`config.mk`:
```
export PLATFORM = sky130hd
export DESIGN_NAME = mac_sequencer
export DESIGN_NICKNAME = d
export VERILOG_FILES = /design/src/rtl/mac_seq_pkg.sv /design/src/rtl/mac_seq_unit.sv /design/src/rtl/mac_sequencer.sv
export SDC_FILE = /design/constraint.sdc
export NUM_CORES = 1
export LEC_CHECK = 0
export BUFFER_PORTS_ARGS = -buffer_cell sky130_fd_sc_hd__buf_4
export CAP_MARGIN = 20
export CORE_ASPECT_RATIO = 0.6
export CORE_MARGIN = 1.5
export CORE_UTILIZATION = 46
export DETAILED_ROUTE_END_ITERATION = 7
export PLACE_DENSITY = 0.77
export SKIP_LAST_GASP = 1
export SYNTH_ARGS = -nofsm -noshare
export SYNTH_HDL_FRONTEND = slang
export SYNTH_HIERARCHICAL = 1
export SYNTH_SLANG_ARGS = --single-unit
```
`constraint.sdc`:
```
create_clock -name clk -period 5.55 [get_ports clk]
set_input_delay 1.11 -clock clk [delete_from_list [all_inputs] [get_ports clk]]
set_output_delay 1.11 -clock clk [all_outputs]
set_load 0.005 [all_outputs]
```
`src/rtl/mac_seq_pkg.sv`:
```
// Shared state encoding and default widths for the MAC sequencer.
package mac_seq_pkg;

    localparam int DATA_W_DEF  = 8;
    localparam int ACC_W_DEF   = 16;
    localparam int N_TERMS_DEF = 3;
    localparam int IDX_W_DEF   = 8;

    typedef enum logic [1:0] {
        ST_IDLE  = 2'd0,
        ST_RUN   = 2'd1,
        ST_DRAIN = 2'd2,
        ST_DONE  = 2'd3
    } state_e;

endpackage

```
`src/rtl/mac_seq_unit.sv`:
```
// Multiply-accumulate datapath: combinational product, registered
// accumulator with synchronous clear, enable and sticky carry-out flag.
module mac_unit
    import mac_seq_pkg::*;
#(
    parameter int DATA_W = DATA_W_DEF,
    parameter int ACC_W  = ACC_W_DEF
) (
    input  logic              clk,
    input  logic              reset,
    input  logic              clr,
    input  logic              en,
    input  logic [DATA_W-1:0] a,
    input  logic [DATA_W-1:0] b,
    output logic [ACC_W-1:0]  acc,
    output logic              ovf
);

    logic [2*DATA_W-1:0] prod;
    logic [ACC_W-1:0]    prod_ext;
    logic [ACC_W:0]      sum;
    logic [ACC_W-1:0]    acc_q, acc_d;
    logic                ovf_q, ovf_d;

    // Full-width product fitted to the accumulator, then a carry-tracking add.
    always_comb begin
        prod     = {{DATA_W{1'b0}}, a} * {{DATA_W{1'b0}}, b};
        prod_ext = ACC_W'(prod);
        sum      = {1'b0, acc_q} + {1'b0, prod_ext};
        acc_d    = acc_q;
        ovf_d    = ovf_q;
        if (clr) begin
            acc_d = '0;
            ovf_d = 1'b0;
        end else if (en) begin
            acc_d = sum[ACC_W-1:0];
            ovf_d = ovf_q | sum[ACC_W];
        end
    end

    // Accumulator and overflow registers.
    always_ff @(posedge clk) begin
        if (reset) begin
            acc_q <= '0;
            ovf_q <= 1'b0;
        end else begin
            acc_q <= acc_d;
            ovf_q <= ovf_d;
        end
    end

    assign acc = acc_q;
    assign ovf = ovf_q;

endmodule

```
`src/rtl/mac_sequencer.sv`:
```
// Dot-product job controller driving one shared mac_unit.
//
// state | meaning
// IDLE  | waiting for start
// RUN   | issuing operand reads, one index per cycle
// DRAIN | last operand pair arriving, accumulated on exit
// DONE  | result_valid held until the consumer accepts
module mac_sequencer
    import mac_seq_pkg::*;
#(
    parameter int DATA_W  = DATA_W_DEF,
    parameter int ACC_W   = ACC_W_DEF,
    parameter int N_TERMS = N_TERMS_DEF,
    parameter int IDX_W   = IDX_W_DEF
) (
    input  logic              clk,
    input  logic              reset,
    input  logic              start,
    output logic              busy,
    output logic              rd_en,
    output logic [IDX_W-1:0]  rd_addr,
    input  logic [DATA_W-1:0] a_in,
    input  logic [DATA_W-1:0] b_in,
    output logic [ACC_W-1:0]  result,
    output logic              overflow,
    output logic              result_valid,
    input  logic              result_ready
);

    localparam logic [IDX_W-1:0] LAST_IDX = IDX_W'(N_TERMS - 1);

    state_e           state_q, state_d;
    logic [IDX_W-1:0] idx_q, idx_d;
    logic             term_valid_q;
    logic             clr_acc;

    // Next-state, index and strobe decode.
    always_comb begin
        state_d      = state_q;
        idx_d        = idx_q;
        clr_acc      = 1'b0;
        busy         = 1'b0;
        rd_en        = 1'b0;
        result_valid = 1'b0;
        unique case (state_q)
            ST_IDLE: begin
                if (start) begin
                    state_d = ST_RUN;
                    idx_d   = '0;
                    clr_acc = 1'b1;
                end
            end
            ST_RUN: begin
                busy  = 1'b1;
                rd_en = 1'b1;
                if (idx_q == LAST_IDX) begin
                    state_d = ST_DRAIN;
                    idx_d   = '0;
                end else begin
                    idx_d = idx_q + IDX_W'(1);
                end
            end
            ST_DRAIN: begin
                busy    = 1'b1;
                state_d = ST_DONE;
            end
            ST_DONE: begin
                result_valid = 1'b1;
                if (result_ready) begin
                    if (start) begin
                        state_d = ST_RUN;
                        idx_d   = '0;
                        clr_acc = 1'b1;
                    end else begin
                        state_d = ST_IDLE;
                    end
                end
            end
            default: state_d = ST_IDLE;
        endcase
    end

    // State, index and read-to-data alignment registers.
    always_ff @(posedge clk) begin
        if (reset) begin
            state_q      <= ST_IDLE;
            idx_q        <= '0;
            term_valid_q <= 1'b0;
        end else begin
            state_q      <= state_d;
            idx_q        <= idx_d;
            term_valid_q <= rd_en;
        end
    end

    assign rd_addr = idx_q;

    mac_unit #(
        .DATA_W (DATA_W),
        .ACC_W  (ACC_W)
    ) u_mac (
        .clk   (clk),
        .reset (reset),
        .clr   (clr_acc),
        .en    (term_valid_q),
        .a     (a_in),
        .b     (b_in),
        .acc   (result),
        .ovf   (overflow)
    );

endmodule

```
==> Yosys cells after proc, flatten, opt, wreduce, memory -nomap -nowiden <==
Cells that the tools add are included.
Widths: inputs -> output; s select.
{ "word_totals": {"register_bits": 28, "word_cells": 37} }
{ "classes": {"addsub": 2, "multipliers": 1, "n_eq_ne": 7, "n_mux": 15, "n_bitwise": 1, "reduce_logical": 6} }
{ "ops": {"columns": ["cell", "count"], "rows": [
  ["$mux 8", 3],
  ["$pmux 8 s3", 1],
  ["$add 16x16->17", 1],
  ["$mul 8x8->16", 1],
  ["$add 8x1->8 const B", 1],
  ["$eq 8x2->1 const B", 1],
  ["$pmux 2 s4", 1],
  ["$mux 1", 6],
  ["$mux 2", 3],
  ["$ne 2x2->1 const B", 3],
  ["$eq 2x2->1 const B", 2],
  ["$reduce_or 2->1", 2],
  ["$reduce_and 3->1", 1],
  ["$reduce_bool 3->1", 1],
  ["$eq 2x1->1 const B", 1],
  ["$logic_not 2->1", 1],
  ["$pmux 1 s2", 1],
  ["$reduce_and 2->1", 1],
  ["$or 1x1->1", 1]
]} }

==> Logic depth before layout (Yosys ltp) <==
{ "depth": {"ltp_word": 4, "depth_mapped": 17, "mapped_depth_nobuf": 17} }

==> Hierarchy <==
The synthesis kept the hierarchy.
{ "by_module_without_submodules": {"columns": ["module", "n_inst", "cells_per_inst", "area_per_inst_um2", "seq_area_each_um2"], "rows": [
  ["mac_unit", 1, 359, 3090.5, 340.3],
  ["mac_sequencer", 1, 68, 631.9, 220.2]
]} }

==> Worst setup path after synthesis <==
Ideal clock, no wire load.
{ "synth_timing": {"kind": "input-to-reg", "from": "input port a_in[5]", "to": "register u_mac.acc_q[15] (netlist: u_mac/acc[15])", "t_arrival_ns": 5.035, "setup_slack_ns": 0.427, "cell_stages": 16, "n_path_buf": 1, "cell_sequence": "clkbuf_1 > nand2_1 > fa_1 > fa_1 > inv_1 > fa_1 > inv_1 > fa_1 > inv_1 > ha_1 > a21o_1 > a21oi_1 > a211oi_2 > a221oi_1 > mux2_1 > o31ai_1"} }
{ "synth_between": {"elab_chain_cells": 2} }
{ "synth_rtl": {"columns": ["element", "line", "text"], "rows": [
  ["from (decl)", "mac_sequencer.sv:22", "input logic [DATA_W-1:0] a_in,"],
  ["$mul 8x8->16", "mac_seq_unit.sv:27", "prod = {{DATA_W{1'b0}}, a} * {{DATA_W{1'b0}}, b};"],
  ["$add 16x16->17", "mac_seq_unit.sv:29", "sum = {1'b0, acc_q} + {1'b0, prod_ext};"],
  ["to (signal assigned)", "mac_seq_unit.sv:44", "acc_q <= '0;"],
  ["to (signal assigned)", "mac_seq_unit.sv:47", "acc_q <= acc_d;"],
  ["to (decl)", "mac_seq_unit.sv:22", "logic [ACC_W-1:0] acc_q, acc_d;"]
]} }
No other way between the ends.
A chain may end at the register's enable or synchronous reset.

==> Worst setup path in the final report <==
{ "layout_timing": {"from": "input port a_in[0]", "to": "register u_mac.acc_q[15] (netlist: u_mac/acc[15])"} }
Same word-level chain as after synthesis.

==> out/results.txt <==
Total CTS buffers: 3
Min Hold Slack: 0.460 ns
Sequential share of power: 17.2%
Routed len/inst: 13.4 um
Antenna violations before repair: 0
Grt ovf: 0
Final hold viol count: 0
Switching share of power: 47.5%
Fillers: 720
Hold Startpoint: u_mac/ovf$_SDFFE_PP0P_
Peak Freq: 0.196 GHz
Gr usage total: 19.1%
Clk buf depth: 2
Antenna cells: 0
Initial Util: 47.4%
DRC errors left: 0
Hold crit path type: flop to flop
Sink Count: 28
# setup viols final: 0
Fraction of layout cells with a size suffix above 1: 12.9%
Slowest CP cell: fa_1
Data required time of the worst path: 5.73 ns
Dominant synthesized flop cell: dfxtp_1
Vias in the first global route: 2831
Relative slew slack: 39.1%
Critical path launch point type: input pin
Synth top area share: 27.4%
Syn Inst Count: 427
Ys async rst share: 0%
Status: completed
Max-slew violation count: 0
Post-CTS sizing: 0
Worst path max stage delay: 0.55 ns
Worst Path Buf+Inv: 4
Post-Place Cells: 576
Clock Latency Late Sink: 0.27 ns
Nets: 587
DR vias/cell: 5.15
Die Wd: 119 um
Syn_area_per_cell: 8.72 um2
Crit path arrival time: 5.27 ns
FF-to-FF setup slack: 1.13 ns
Most frequent cells in the layout: inv_1 (92), fa_1 (51), nand2_1 (49)
CP delay by family, top: adder cells
Clock skew: 0.00224 ns
Slew of the pin with the lowest slew margin: 0.912 ns
Max-Cap Viols: 0
HPWL after detailed placement: 6740 um
Leak pwr: 2.12 nW
Multi-input gate area: 2790 um2
Setup TNS Final: 0 ns
Internal Power: 930 uW
Commonest non-fill, non-tap cell in the layout: inv_1
Crit path cell chain: buf_4 > nand2_1 > fa_1 > fa_1 > inv_1 > fa_1 > inv_1 > fa_1 > inv_1 > ha_1 > a21o_1 > a21oi_1 > a211oi_2 > a221oi_1 > mux2_1 > o31ai_1
Detailed Route WL: 7790 um
Rows: 25
Cell count along the critical path: 16
Fin crit share: 91.7%
Routed via count: 2988
Post-synth EDFFs: 0
Core Area: 7850 um2
NetSw: 841 uW
Ports: 48
CP Class: input pin to flop
Crit-path most repeated cell: fa_1
Number of buffers added on ports: 47
Post-synth cell types: 44
RSZ-0062 raised after global routing: false
Final Critical Period: 5.09 ns
Top cells by area, synth: fa_1 (27%), dfxtp_1 (15%), ha_1 (14%), inv_1 (9.3%), nand2_1 (4.9%)
Yosys warns: 6
Largest net degree at the start of global routing: 23
Clock transition at the registers of the reported paths: 0.07 ns
Chip height: 72.7 um
Flops & latches, synth: 28
CTS tree: yes
Reg2Reg Capture Point: u_mac/acc[15]$_SDFFE_PP0P_
Placed cell area: 4190 um2
Global-route wire length before repair: 13200 um
Worst flop-to-flop path startpoint: u_mac/acc[7]$_SDFFE_PP0P_
Worst Hold Path EP: u_mac/ovf$_SDFFE_PP0P_
Design Area, Final: 4290 um2
Die Area: 8660 um2
H-tree levels: 1
Worst-path fanout max: 8
Post-synthesis sequential area ratio: 15.1%
PwrDens: 412 nW/um2
Hold-critical path depth: 2
Setup crit end kind: flop
Root Buffer: clkbuf_16
Cts hold-fix bufs: 0
Routability cong.: 0.887
Non-filler cells, final: 580
Post-Syn Area: 3720 um2
Clk network pwr share: 12.1%
Worst vdd ir: 0.193 mV
Register area: 561 um2
Drt first pass iters: 4
Net Count, Synth: 541
Layout area overhead: 15.3%
Combinational Power Share: 70.8%
Remaining antenna violation count: 0
Worst Reg-to-Reg Cells: 15
Postcts setup bufs: 0
Area leader, netlist: fa_1
DR iter-0 viols: 132
[cell type report]
cell class / count / share of cell area (%)
clock buffers: 3 / 1.75
clock inverters: 1 / 0.700
well taps: 108 / 3.15
flip-flops and latches: 28 / 13.1
inverters: 92 / 8.04
repair buffers: 47 / 8.22
multi-input cells: 301 / 65.1
[worst register-to-register path, cell delays in order (launching register included)]
cell and delay (ns):
dfxtp_1 0.37, inv_1 0.08, fa_1 0.54, inv_1 0.06, fa_1 0.48, fa_1 0.49
inv_1 0.05, fa_1 0.52, inv_1 0.04, ha_1 0.35, a21o_1 0.19, a21oi_1 0.28
a211oi_2 0.14, a221oi_1 0.33, mux2_1 0.36, o31ai_1 0.06
[registers in the layout, indices dropped and copies added, names as in the netlist]
| register | count |
|---|---|
| rd_addr | 8 |
| state_q | 2 |
| term_valid_q | 1 |
| u_mac/acc | 16 |
| u_mac/ovf | 1 |
[power groups by stage]
stage / Clock, mW / Combinational [mW] / Sequential (mW)
2_1_floorplan: 0 / 0.970 / 0.285
3_3_place_gp: 0 / 1.21 / 0.305
3_5_place_dp: 0 / 1.25 / 0.309
4_1_cts: 0.216 / 1.26 / 0.306
5_1_grt: 0.229 / 1.44 / 0.314
6_report: 0.213 / 1.25 / 0.304
[synth_stat cells, drive strengths merged, types with 6 or more instances]
master   n
a21o     8
inv     92
nand3    9
nor2    22
mux2i    9
o21ai    6
fa      51
ha      43
xnor2   11
and2    29
nand2   49
a21oi   16
dfxtp   28
[worst max path at each step]
stage,startpoint,to,slack (ns)
3_3_place_gp,a_in[0],u_mac/acc[15]$_SDFFE_PP0P_,0.26
4_1_cts,a_in[0],u_mac/acc[15]$_SDFFE_PP0P_,0.46
2_1_floorplan,a_in[5],u_mac/acc[15]$_SDFFE_PP0P_,0.43
3_5_place_dp,a_in[0],u_mac/acc[15]$_SDFFE_PP0P_,0.16
5_1_grt,a_in[0],u_mac/acc[15]$_SDFFE_PP0P_,0.26
6_report,a_in[0],u_mac/acc[15]$_SDFFE_PP0P_,0.46
[cells by family after synthesis]
| family | share of synthesized area [%] |
|---|---|
| multiplexers | 2.72 |
| flip-flops | 15.1 |
| AND/OR/NAND/NOR | 18.1 |
| adder cells (fa/ha/maj) | 41.9 |
| XOR/XNOR | 3.29 |
| buffers and inverters | 9.88 |
| AO/OA/AOI/OAI | 9.04 |
[routing by layer]
metal  vias up  part of all wire [%]  wire (um)  track usage (%)
li1       1446                     -          -                -
met1      1443                    47       3680             27.0
met2        89                    46       3590             31.3
met3        10                   5.7        444             3.91
met4         0                   1.1         85             2.95
met5         -                     0          0                0
[per-stage QoR]
step                      power (mW)  worst slack (ns)  util, %
after detailed placement        1.56             0.164     53.3
after global placement          1.51             0.256     53.3
after floorplan                 1.26             0.427        -
after CTS                       1.78             0.456     54.7
after global routing            1.98             0.258     54.7
final                           1.77             0.458     54.7
No activity file was read; power rests on OpenSTA's default activity.
